<file path="src/rtl/twiddle_gen.sv">
// Twiddle-factor generator and phase sequencer for one radix-2 SDF FFT stage.
// Optional conjugate output for IFFT use is enabled with the TWIDDLE_INVERSE_EN macro.
module twiddle_gen #(
  parameter int N    = 64,
  parameter int W    = 24,
  parameter int FRAC = 8
) (
  input  logic                clk,
  input  logic                rst,
  input  logic                in_valid,
`ifdef TWIDDLE_INVERSE_EN
  input  logic                inv,
`endif
  output logic signed [W-1:0] w_r,
  output logic signed [W-1:0] w_i,
  output logic [1:0]          state,
  output logic                out_valid,
  output logic                last
);

  localparam int KW = $clog2(N) - 1;
  localparam int Q  = N / 4;
  localparam logic [KW-1:0]       Q_K    = KW'(Q);
  localparam logic [KW-1:0]       K_LAST = KW'(N / 2 - 1);
  localparam logic signed [W-1:0] UNITY  = W'(2 ** FRAC);
  localparam real PI = 3.14159265358979323846;

  typedef enum logic [1:0] {
    PH_FILL = 2'd0,
    PH_BFLY = 2'd1,
    PH_MULT = 2'd2
  } phase_e;

  function automatic int round_away(input real x);
    if (x >= 0.0) return int'($floor(x + 0.5));
    else          return -int'($floor(-x + 0.5));
  endfunction

  function automatic int cos_entry(input int m);
    real a;
    a = 2.0 * PI * real'(m) / real'(N);
    return round_away((2.0 ** FRAC) * $cos(a));
  endfunction

  // Quarter-wave cosine table, entries 0..N/4 inclusive.
  logic signed [W-1:0] ctab [0:Q];
  for (genvar m = 0; m <= Q; m++) begin : g_tab
    localparam int CV = cos_entry(m);
    assign ctab[m] = W'(CV);
  end

  logic          fill_q, fill_d;
  logic          phase_q, phase_d;
  logic [KW-1:0] cnt_q, cnt_d;
  phase_e        cur_ph;

  always_comb begin
    fill_d  = fill_q;
    phase_d = phase_q;
    cnt_d   = cnt_q;
    cur_ph  = fill_q ? PH_FILL : (phase_q ? PH_MULT : PH_BFLY);
    if (in_valid) begin
      cnt_d = cnt_q + 1'b1;
      if (cnt_q == K_LAST) begin
        fill_d = 1'b0;
        // Leaving FILL always enters BUTTERFLY; afterwards the halves alternate.
        if (!fill_q) phase_d = ~phase_q;
      end
    end
  end

  logic                upper;
  logic [KW-1:0]       idx_r, idx_i;
  logic signed [W-1:0] tw_r, tw_i;

  always_comb begin
    upper = (cnt_q > Q_K);
    // N/2 - k taken modulo 2^KW, which equals N/2 - k for k > N/4.
    idx_r = upper ? (KW'(0) - cnt_q) : cnt_q;
    idx_i = upper ? (cnt_q - Q_K) : (Q_K - cnt_q);
    tw_r  = upper ? -ctab[idx_r] : ctab[idx_r];
`ifdef TWIDDLE_INVERSE_EN
    tw_i  = inv ? ctab[idx_i] : -ctab[idx_i];
`else
    tw_i  = -ctab[idx_i];
`endif
    if (cur_ph != PH_MULT) begin
      tw_r = UNITY;
      tw_i = '0;
    end
  end

  always_ff @(posedge clk) begin
    if (rst) begin
      fill_q    <= 1'b1;
      phase_q   <= 1'b0;
      cnt_q     <= '0;
      out_valid <= 1'b0;
      last      <= 1'b0;
      state     <= PH_FILL;
      w_r       <= UNITY;
      w_i       <= '0;
    end else begin
      fill_q    <= fill_d;
      phase_q   <= phase_d;
      cnt_q     <= cnt_d;
      out_valid <= in_valid;
      if (in_valid) begin
        state <= cur_ph;
        w_r   <= tw_r;
        w_i   <= tw_i;
        last  <= (cur_ph == PH_MULT) && (cnt_q == K_LAST);
      end
    end
  end

endmodule

</file>
<file path="config.mk">
export PLATFORM = sky130hd
export DESIGN_NAME = twiddle_gen
export DESIGN_NICKNAME = d
export VERILOG_FILES = /design/src/rtl/twiddle_gen.sv
export SDC_FILE = /design/constraint.sdc
export NUM_CORES = 1
export LEC_CHECK = 0
export BUFFER_PORTS_ARGS = -buffer_cell sky130_fd_sc_hd__buf_2
export CORE_MARGIN = 2
export CORE_UTILIZATION = 50
export CTS_CLUSTER_SIZE = 20
export DETAILED_ROUTE_END_ITERATION = 10
export PLACE_DENSITY = 0.84
export SETUP_SLACK_MARGIN = 0.02
export SLEW_MARGIN = 0
export SYNTH_ARGS = -nofsm -noshare
export SYNTH_HDL_FRONTEND = slang
export SYNTH_SLANG_ARGS = --single-unit
export TNS_END_PERCENT = 1
</file>
<file path="constraint.sdc">
create_clock -name clk -period 11 [get_ports clk]
set_input_delay 1.65 -clock clk [delete_from_list [all_inputs] [get_ports clk]]
set_output_delay 1.65 -clock clk [all_outputs]
set_load 0.02 [all_outputs]
</file>
After elaboration in Yosys (flattened, before gate mapping) --
Memory sizes are Yosys's and may differ from the RTL's. Cells that the tools add are included.
Word-level totals: output and inout port bits 52, bits in registers 59, memories kept 2, bits in read-only memories 1536
Memories:
- (no name shown) | depth 32, bits a word 24, rd ports 1, clocked after Yosys merged registers in 0, write ports 0, line 85 | tw_i = -ctab[idx_i];
- (no name shown) | depth 32, bits a word 24, rd ports 1, clocked after Yosys merged registers in 0, write ports 0, line 81 | tw_r = upper ? -ctab[idx_r] : ctab[idx_r];
Cells by class: equal/unequal tests 3, mux-type cells 11, bitwise operators 4, magnitude comparators 3, $add $sub $neg 6, reductions and logical operators 3
Operators with widths (number):
- two-way mux 24 bit | 7
- negator 24 bit | 2
- >= comparator 6 bit (second input constant) | 2
- inverter 5 -> 6 bit | 2
- two-way mux 5 bit | 2
- adder 5 x 1 -> 5 bit (second input constant) | 1
- equality test 5 bit (second input constant) | 1
- > comparator 5 bit (second input constant) | 1
- subtractor 1 x 5 -> 5 bit (first input constant) | 1
- subtractor 5 bit (first input constant) | 1
- subtractor 5 bit (second input constant) | 1
- two-way mux 2 bit | 2
- AND reduction 3 bit | 1
- equality test 2 bit (second input constant) | 1
- inequality test 2 bit (second input constant) | 1
- inverter 1 bit | 2
- AND reduction 2 bit | 1
- logical AND 1 bit | 1

Longest topological paths before layout --
Gate-level depths: netlist of the first run.
depth after elaboration 9, mapped depth 21

Worst setup path before layout of the first run --
OpenSTA, ideal clock, no wires.
path type register to register, start point register cnt_q[0], end point register w_r[8], data arrival time 3.709 ns, path slack 7.173 ns, period minus slack after synthesis 3.827 ns, library setup time 0.117 ns, cell stages (with the launch flop) 18, path through dfxtp_1 > clkbuf_1 > inv_1 > ha_1 > buf_2 > nor3b_2 > nor2_1 > o22ai_1 > ha_1 > o32ai_1 > o32ai_2 > or2_2 > nor3_1 > ha_1 > nor2_1 > a21oi_1 > o22ai_1 > nand2b_1
On the way: longest elaborated chain between the ends 9
Ends and longest elaborated chain:
- start: declaration | line 54 | logic [KW-1:0] cnt_q, cnt_d;
- start signal: assignment | line 106 | cnt_q <= cnt_d;
- subtractor 1 x 5 -> 5 bit / > comparator 5 bit (equally long branches) | line 79, 77
- two-way mux 5 bit | line 79 | idx_r = upper ? (KW'(0) - cnt_q) : cnt_q;
- inverter 5 -> 6 bit (not written as such) | line 81
- memory (32 x 24 bit)
- two-way mux 24 bit (not written as such) (2 in a row) | line 81
- negator 24 bit | line 81
- two-way mux 24 bit (*) | line 81
- two-way mux 24 bit (*) | line 87 | if (cur_ph != PH_MULT) begin
- end signal: assignment | line 110 | w_r <= tw_r;
- end: declaration | line 14 | output logic signed [W-1:0] w_r,
Every way passes the cells marked *; elsewhere a longest branch is shown, timed or not. The select of a mux whose other input is x is not followed. A chain may end at the register's enable or synchronous reset.

Final worst setup path of the first run --
Same ends and word-level chain as after synthesis.

==> results.md, run 1 <==
* Antenna Nets Post-Route at 0
* Hold Crit Class: flop to flop
* Area of the die at 0.00705 mm²
* PwrDens at roughly 120 mW/mm²
* P_int at about 280 µW
* RSZ-0062 raised after global routing: no
* # fillers at 564
* IO Count at 55
* GRT Total Usage at 0.226
* Routability Congestion at about 0.9
* Yosys top cell area share at 0.282
* Htree depth at 2
* DR pass1 iterations at 5
* Final min period at around 4.6 ns
* DR iter-0 viols at 426
* Final core occ at 0.550
* Sequential Area at around 900 µm²
* Ys async rst share at 0
* Setup crit start kind: flop
* Switching Share at 0.339
* Count leader, synth: dfxtp_1
* Register area share after synthesis at 0.282
* Number of global-route vias before repair at 2868
* Vias at around 3100
* Critical path launch point: cnt_q[0]
* Clock power share at 0.312
* Layout cell share with drive strength beyond 1 at 0.191
* Combinational power share at 0.302
* Largest net degree at the start of global routing at 38
* Ys flop type: dfxtp_1
* ANT cells at 0
* Seq pwr share at 0.386
* Setup Buffers After CTS at 0
* Final nets at between 400 and 500
* Rel. slew slack at 0.351
* M2 GR Usage at 0.357
* Psw at approximately 150 µW
* # rows at 29
* Max-slew violation count at 0
* GR peak layer: met2
* Yosys cell types at between 60 and 70
* Post-route setup TNS at 0 ns
* CTS tree: built
* DP Wirelength at roughly 5.6 mm
* Die H at between 80 and 90 µm
* Core area at about 0.0063 mm²
* Final period utilization at 0.419
* Max Clk Rate at ~220 MHz
* HP Start: w_i[7]
* Worst-path clk slew at 0.09 ns
* Synth Net Count at 421
* Residual DRC at 0
* Hold buffer count at CTS at 0
* Mapped Area at ~0.0032 mm²
* CP endpoint kind: flop
* Critical Path RT at between 10 and 15 ns
* Worst r2r src: cnt_q[0]
* Critical path arrival at between 4 and 5 ns
* Vias/cell at between 6 and 7
* Post-CTS Resized at 0
* Area occupied by multi-input gates at approximately 0.0020 mm²
* Mean post-synth cell area at just under 8 µm²
* Mapped Cells at roughly 400
* Setup Crit Path Kind: flop to flop
* GRT met3 Usage at 0.0406
* Clk buf depth at 2
* Initial antenna violation count at 0
* Status: completed
* Max Cap Viol at 0
* Initial Util at 0.509
* Final Hold Violating Endpoints at 0
* Wirelength per Cell at ~16 µm
* LEAKAGE at 1.52 nW
* Root cell of the clock tree: clkbuf_8
* Post-synth top cells: dfxtp_1, nor2_1, a21oi_1, nand2_1, clkbuf_1
* Final Setup Violations at 0
* PortBufs at 54
* Chip width at 84.0 µm
* Area leader, netlist: dfxtp_1
* Global-route wire length before repair at 13.4 mm
* Area grow syn2layout at 7.95%
* FF+latch count, synth at 45
* Reg2Reg Setup Slack at between 6 and 7 ns
* CTS Buf Count at 5
* Ranking of synthesized cells by area: dfxtp_1, ha_1, a21oi_1
* Clock Sinks at 45
* Setup WS pre-CTS at 6.52 ns
* GRT Residual Overflow at 0
* EDFF count, synth at 0
* Worst Tran Pin Value at slightly below 1 ns
* VDD IR max at 0.0000711 V
* Yosys warnings at 0
* Crit-path max FO at 29
* GRT met1 Usage at 0.307
* Final worst slack at 6.39 ns
* Clock Latency Late Sink at 0.31 ns
* Setup Skew at between 0.006 and 0.007 ns
* WL final at 8.01 mm
[sequential cells by signal, summed over array words and instances, names as in the netlist]
name and count:
fill_q 1, w_r 17, out_valid 1, phase_q 1, last 1, cnt_q 5
w_i 17, state 2
[stage by stage]
step	power, mW	hold WS, ns	area [µm²]	std cells
floorplan	0.271	0.464	3200	404
global placement	0.290	0.440	3330	493
detailed placement	0.293	0.446	3330	493
CTS	0.427	0.466	3450	501
global route	0.449	0.499	3450	501
finish	0.428	0.463	3450	501
[layer usage]
layer	vias up	part of all wire
li1	1500	-
met1	1462	0.45
met3	31	0.055
met5	-	0
met4	0	0.033
met2	142	0.46
[cells by family (layout without fill, tap and decap cells)]
group / Yosys count / count (layout) / share of synthesized area
AOI/OAI and AO/OA: 136 / 136 / 0.305
xor gates and xnor gates: 10 / 10 / 0.0274
adders and majority gates: 14 / 14 / 0.0548
buffers and inverters: 55 / 75 / 0.0916
DFF: 45 / 45 / 0.282
muxes: 7 / 7 / 0.0227
and+or+nand+nor: 137 / 137 / 0.216
[worst paths after layout]
path | endpoint | cells past startpoint
min | w_i[7] | 2
max reg2reg | w_r[8] | 18
min reg2reg | w_i[7] | 2
max | w_r[8] | 18
[cells in the final DEF (no fill, tap or decap), drive strengths merged, types with 4 or more instances in the layout]
cell,instances
a211oi,15
a21o,12
a21oi,32
a22oi,4
a2bb2oi,5
a31oi,7
and2,5
and3,6
buf,57
clkbuf,6
dfxtp,45
ha,14
inv,10
mux2i,5
nand2,32
nand2b,7
nand3,6
nand4,4
nor2,39
nor2b,7
nor3,11
nor3b,4
o21a,5
o21ai,20
xnor2,5
xor2,5
[final cells by class]
cell class / count / area share
Timing Repair Buffer: 57 / 0.0848
Inverter: 10 / 0.0109
Sequential cell: 45 / 0.261
Tap cell: 77 / 0.0279
Clock inverter: 2 / 0.0109
Clock buffer: 6 / 0.0239
Multi-Input combinational cell: 304 / 0.580
[power by group through the flow]
stage	clock, mW	sequential (mW)	combinational (mW)
2_1_floorplan	0	0.169	0.102
3_3_place_gp	0	0.169	0.121
3_5_place_dp	0	0.169	0.124
4_1_cts	0.136	0.165	0.125
5_1_grt	0.141	0.166	0.143
6_report	0.134	0.165	0.129
[critical path, cell delays in order, from the launching register on]
cell,delay (ns)
dfxtp_1,0.30
buf_4,0.22
inv_1,0.21
ha_1,0.66
nor3b_2,0.51
nor2_1,0.20
o22ai_1,0.33
ha_1,0.34
inv_1,0.13
a21oi_1,0.08
o32ai_1,0.22
o32ai_2,0.19
or2_2,0.33
nor3_1,0.16
ha_1,0.26
nor2_1,0.10
a21oi_1,0.05
o22ai_1,0.12
nand2b_1,0.07
No activity file was read; power rests on OpenSTA's default activity.
==> run 2: changes to the inputs <==
- clock period: 11 -> 4.7 ns (I/O delays scaled with it)
==> run 2 against run 1 <==
Against the previous run: highest routed layer unchanged; sequential share of layout area shrank 0.23 points; fmax increased by 18%; global-route usage shrank 0.16 points; cell count rose by 0.80%; die area stayed put; first-iteration DRC count down 38%; worst hold slack got worse by 0.0077 ns; sequential cell count unchanged; register-to-register slack got worse by 5.6 ns; cell area up 0.87%.
==> results.md, run 2 (synthesized netlist as in run 1, its figures left out) <==
* Placed cell count at 497 (+0.81%)
* Core area at 0.00628 mm² (unchanged)
* Critical Path RT at 4.90 ns (-6.31 ns)
* Post-CTS Resized at 0 (unchanged)
* Max Cap Viol at 0 (unchanged)
* Largest registers: w_i (17), w_r (17), cnt_q (5)
* Final Hold Violating Endpoints at 0 (unchanged)
* Rel. slew slack at 0.322 (-0.0293)
* Chip width at 84.0 µm (unchanged)
* Final min period at 3.90 ns (-0.704 ns)
* Psw at 344 µW (+140%)
* Global-route wire length before repair at 13.2 mm (-1.4%)
* Setup crit start kind: flop
* Switching Share at 0.341 (+0.00156)
* Commonest cells after routing, fill and taps aside: buf_2, dfxtp_1, nor2_1
* FF-to-FF End: w_r[8]
* Worst-path clk slew at 0.10 ns (about the same)
* PortBufs at 54 (unchanged)
* Area of the die at 0.00705 mm² (unchanged)
* Post-route setup TNS at 0 ns (unchanged)
* Critical path arrival at 4.10 ns (-0.71 ns)
* Combinational power share at 0.306 (+0.004)
* Fin cells at 505 (+0.80%)
* Top cell by count, worst path: ha_1
* Number of global-route vias before repair at 2798 (-2.4%)
* Area grow syn2layout at 8.88%
* Setup Buffers After CTS at 0 (unchanged)
* CP max stage delay at 0.47 ns (-0.19 ns)
* Vias at 3151 (+0.51%)
* Cell chain of the critical path: inv_1 -> ha_1 -> nor3b_2 -> nor2_1 -> o22ai_1 -> ha_1 -> o32ai_1 -> a21o_1 -> ha_1 -> nand3_1 -> nor3_1 -> ha_1 -> nor2_1 -> a21oi_1 -> o22ai_1 -> nand2b_1
* Setup Crit Path Kind: flop to flop
* IO Count at 55 (unchanged)
* Worst Tran Pin Value at 1.01 ns (+0.0438 ns)
* Seq pwr share at 0.381 (-0.005)
* GRT Total Usage at 0.224 (-0.00161)
* ANT cells at 0 (unchanged)
* GRT Residual Overflow at 0 (unchanged)
* WL final at 8.09 mm (+0.95%)
* Wirelength per Cell at 16.0 µm (+0.15%)
* CTS tree: built
* Status: completed
* PwrDens at 290 mW/mm² (+130%)
* Routability Congestion at 0.966 (+7.5%)
* CP endpoint kind: flop
* Htree depth at 2 (unchanged)
* Clock Latency Late Sink at 0.30 ns (about the same)
* Reg2Reg Setup Slack at 0.80 ns (-5.60 ns)
* Slowest-stage cell, CP: o32ai_1
* # fillers at 562 (-0.35%)
* Final core occ at 0.555 (+0.00478)
* Final Setup Violations at 0 (unchanged)
* Initial Util at 0.509 (unchanged)
* Hold Crit Class: flop to flop
* DP Wirelength at 5.69 mm (+2.4%)
* Die H at 84.0 µm (unchanged)
* Max-slew violation count at 0 (unchanged)
* CTS Buf Count at 5 (unchanged)
* Clock power share at 0.313 (about the same)
* Largest net degree at the start of global routing at 35 (-7.9%)
* Critical path launch point: cnt_q[1]
* Clock Sinks at 45 (unchanged)
* VDD IR max at 0.000183 V (+160%)
* WHS at 0.455 ns (-0.00771 ns)
* P_int at 665 µW (+140%)
* Cells on worst reg2reg path at 16 (-2)
* RSZ-0062 raised after global routing: no
* Worst r2r src: cnt_q[1]
* Layout cell share with drive strength beyond 1 at 0.199 (+0.00756)
* Vias/cell at 6.24 (-0.29%)
* Initial antenna violation count at 0 (unchanged)
* Crit-path max FO at 8 (-72%)
* Final nets at 444 (+0.91%)
* Clk buf depth at 2 (unchanged)
* Hold buffer count at CTS at 0 (unchanged)
* Max Clk Rate at 256 MHz (+18%)
* Worst setup path endpoint: w_r[8]
* Root cell of the clock tree: clkbuf_8
* LEAKAGE at 1.54 nW (+1.4%)
* Final period utilization at 0.831 (+0.412)
* DR pass1 iterations at 5 (unchanged)
* # rows at 29 (unchanged)
* DR iter-0 viols at 266 (-38%)
* Antenna Nets Post-Route at 0 (unchanged)
* Commonest non-fill, non-tap cell in the layout: buf_2
* Setup Skew at 0.0108 ns (+0.00434 ns)
* Residual DRC at 0 (unchanged)
run 2: power by group through the flow:
stage	Clock, mW	Sequential [mW]	Combinational [mW]
2_1_floorplan	0	0.396	0.238
3_3_place_gp	0	0.394	0.290
3_5_place_dp	0	0.394	0.296
4_1_cts	0.320	0.385	0.299
5_1_grt	0.331	0.385	0.340
6_report	0.316	0.385	0.308
run 2: worst min-delay path by stage:
stage	startpoint	slack, ns	end	cells past startpoint
after floorplan	fill_q	0.46	fill_q	1
after global placement	w_i[7]	0.44	w_i[7]	2
after detailed placement	w_i[5]	0.44	w_i[5]	2
after CTS	w_i[5]	0.46	w_i[5]	2
after global routing	w_r[19]	0.48	w_r[19]	1
final	w_i[5]	0.46	w_i[5]	2
run 2: layout make-up:
type                    instances  area (µm²)  area share
clock buffers                   6        82.6      0.0237
clock inverters                 2        37.5      0.0108
inverters                      10        37.5      0.0108
multi-input cells             304        2000       0.575
flip-flops and latches         45         901       0.259
well taps                      77        96.3      0.0277
repair buffers                 61         323      0.0927
run 2: metrics by stage:
stage	total power, mW	setup slack (ns)	instance area (µm²)
floorplan	0.634	0.873	3200
global placement	0.684	1.08	3360
detailed placement	0.690	0.918	3360
CTS	1.00	0.888	3480
global route	1.06	0.534	3480
finish	1.01	0.796	3480
run 2: per-layer routing:
metal | routed length, µm | GRT usage | vias up
li1 | - | - | 1511
met1 | 3530 | 0.289 | 1482
met2 | 3920 | 0.375 | 140
met3 | 474 | 0.0425 | 18
met4 | 157 | 0.0762 | 0
met5 | 0 | 0 | -
run 2: worst max-delay path: cells and delay by family, from the launching register on:
kind            cells  cell delay, ns
simple gates        6            1.13
compound gates      5            1.10
fa+ha+maj           4            1.09
flops               1            0.32
buf+inv             1            0.15
==> run 3: changes to the inputs <==
- PLACE_DENSITY: 0.84 -> 0.87
- clock period: 4.7 -> 3.2 ns (I/O delays scaled with it)
==> run 3 against run 2 <==
Against the previous run: wire length is 7.6% higher; clock power is 9.2% higher; via count is 3.2% higher; global-route usage is 2.0 points higher; cell area is 9.1% higher; worst hold slack better by 0.0024 ns; fmax is 25% higher; sequential share of layout area is 2.0 points lower; count of clock-buffer cells in the layout stayed put; sequential cell count stayed put; critical path type unchanged; largest cell class unchanged.
==> results.md, run 3 (synthesized netlist as in run 1, its figures left out) <==
* GRT Residual Overflow at 0 (unchanged)
* Hold Crit Class: flop to flop
* Setup Crit Path Kind: flop to flop
* # fillers at 545 (-3.0%)
* Final min period at 3.12 ns (-0.784 ns)
* ANT cells at 0 (unchanged)
* Final period utilization at 0.975 (+0.144)
* RSZ-0062 raised after global routing: yes
* Status: completed
* Antenna Nets Post-Route at 0 (unchanged)
* CP max stage delay at 0.62 ns (+0.15 ns)
* Clock power share at 0.233 (-0.080)
* Vias at 3252 (+3.2%)
* Commonest non-fill, non-tap cell in the layout: buf_2
* CTS tree: built
* Worst Tran Pin Value at 0.996 ns (-0.0174 ns)
* Area grow syn2layout at 18.8%
* CP endpoint kind: flop
* Layout cell share with drive strength beyond 1 at 0.301 (+0.102)
* Crit-path max FO at 12 (+4)
* Final instance area at 0.00380 mm² (+9.1%)
* Vias/cell at 6.15 (-1.5%)
* Area occupied by multi-input gates at 0.00216 mm² (+8.1%)
* DR pass1 iterations at 5 (unchanged)
* Worst-path clk slew at 0.09 ns (about the same)
* Psw at 526 µW (+53%)
* Final nets at 468 (+5.4%)
* Commonest cells after routing, fill and taps aside: buf_2, dfxtp_1, nor2_1
* Residual DRC at 0 (unchanged)
* VDD IR max at 0.000356 V (+95%)
* Combinational power share at 0.385 (+0.079)
* # rows at 29 (unchanged)
* Clock Sinks at 45 (unchanged)
* Core area at 0.00628 mm² (unchanged)
* IO Count at 55 (unchanged)
* Routability Congestion at 1.02 (+5.7%)
* DR iter-0 viols at 296 (+11%)
* GRT Total Usage at 0.244 (+0.0197)
* Chip width at 84.0 µm (unchanged)
* Final Hold Violating Endpoints at 0 (unchanged)
* Seq pwr share at 0.382 (about the same)
* Area of the die at 0.00705 mm² (unchanged)
* Initial Util at 0.509 (unchanged)
* Rel. slew slack at 0.334 (+0.0117)
* Max Cap Viol at 0 (unchanged)
* Max-slew violation count at 0 (unchanged)
* Setup WS pre-CTS at -0.0193 ns (-0.937 ns)
* Htree depth at 2 (unchanged)
* PortBufs at 54 (unchanged)
* LEAKAGE at 1.67 nW (+8.3%)
* Final worst slack at 0.0800 ns (-0.716 ns)
* P_int at 955 µW (+44%)
* CTS Buf Count at 5 (unchanged)
* Switching Share at 0.355 (+0.0140)
* Wirelength per Cell at 16.4 µm (+2.7%)
* Largest registers: w_i (17), w_r (17), cnt_q (5)
* Critical path arrival at 3.35 ns (-0.75 ns)
* Setup crit start kind: flop
* Clk buf depth at 2 (unchanged)
* Clock Latency Late Sink at 0.30 ns (about the same)
* Global-route wire length before repair at 14.3 mm (+7.7%)
* DP Wirelength at 6.21 mm (+9.1%)
* WL final at 8.70 mm (+7.6%)
* Cell chain of the critical path: inv_6 -> ha_4 -> buf_4 -> nor2b_2 -> o311ai_2 -> a2111oi_0 -> a31o_2 -> nor3_2 -> or4_1 -> a31oi_1
* Die H at 84.0 µm (unchanged)
* Setup Skew at 0.00487 ns (-0.00588 ns)
* Slowest-stage cell, CP: a2111oi_0
* Critical Path RT at 3.43 ns (-1.47 ns)
* PwrDens at 390 mW/mm² (+34%)
* Sequential Area at 906 µm² (+0.56%)
* Max Clk Rate at 321 MHz (+25%)
* Placed inst area at 0.00359 mm² (+6.8%)
* Largest net degree at the start of global routing at 35 (unchanged)
* Final Setup Violations at 0 (unchanged)
* Initial antenna violation count at 0 (unchanged)
* Number of global-route vias before repair at 3036 (+8.5%)
* Root cell of the clock tree: clkbuf_8
run 3: power groups by stage:
| stage | Clock, mW | Combinational (mW) | Sequential (mW) |
|---|---|---|---|
| finish | 0.345 | 0.570 | 0.566 |
| global route | 0.372 | 0.624 | 0.567 |
| CTS | 0.351 | 0.506 | 0.566 |
| detailed placement | 0 | 0.499 | 0.579 |
| global placement | 0 | 0.490 | 0.579 |
| floorplan | 0 | 0.377 | 0.583 |
run 3: cell type report:
type,count,share of cell area
multi-input cells,304,0.570
well taps,77,0.0254
clock inverters,2,0.00264
flip-flops and latches,45,0.238
inverters,10,0.0112
repair buffers,85,0.133
clock buffers,6,0.0191
run 3: critical path: cells and delay by family (launching register included):
family / cells / cell delay, ns
adder cells (fa/ha/maj): 1 / 0.14
AND/OR/NAND/NOR: 3 / 0.98
buffers and inverters: 2 / 0.26
AO/OA/AOI/OAI: 4 / 1.31
flip-flops: 1 / 0.36
run 3: what timing repair did:
action | CTS | global route
gates resized for setup | 2 | 20
pin swaps | 0 | 6
setup buffers | 0 | 4
gates cloned | 0 | 0
hold buffers | 0 | 0
endpoints found under the setup margin | 4 | 20
run 3: metal layers:
layer / wire length (µm) / GRT usage / vias to the layer above
li1: - / - / 1563
met1: 3770 / 0.318 / 1540
met2: 4290 / 0.412 / 129
met3: 464 / 0.0366 / 20
met4: 167 / 0.0821 / 0
met5: 0 / 0 / -
run 3: worst paths after layout:
path | startpoint | end | slack [ns] | cells past startpoint
min reg2reg | w_i[3] | w_i[3] | 0.46 | 2
max | cnt_q[0] | w_r[6] | 0.08 | 10
min | w_i[3] | w_i[3] | 0.46 | 2
max reg2reg | cnt_q[0] | w_r[6] | 0.08 | 10
run 3: through the flow:
stage	setup TNS, ns	hold WS (ns)	util	instances	total power [mW]
global placement	0	0.440	0.572	517	1.07
global route	-0.0332	0.489	0.605	529	1.56
floorplan	-0.151	0.464	-	404	0.959
detailed placement	-0.0218	0.443	0.572	517	1.08
CTS	-0.00375	0.462	0.586	525	1.42
finish	0	0.458	0.605	529	1.48
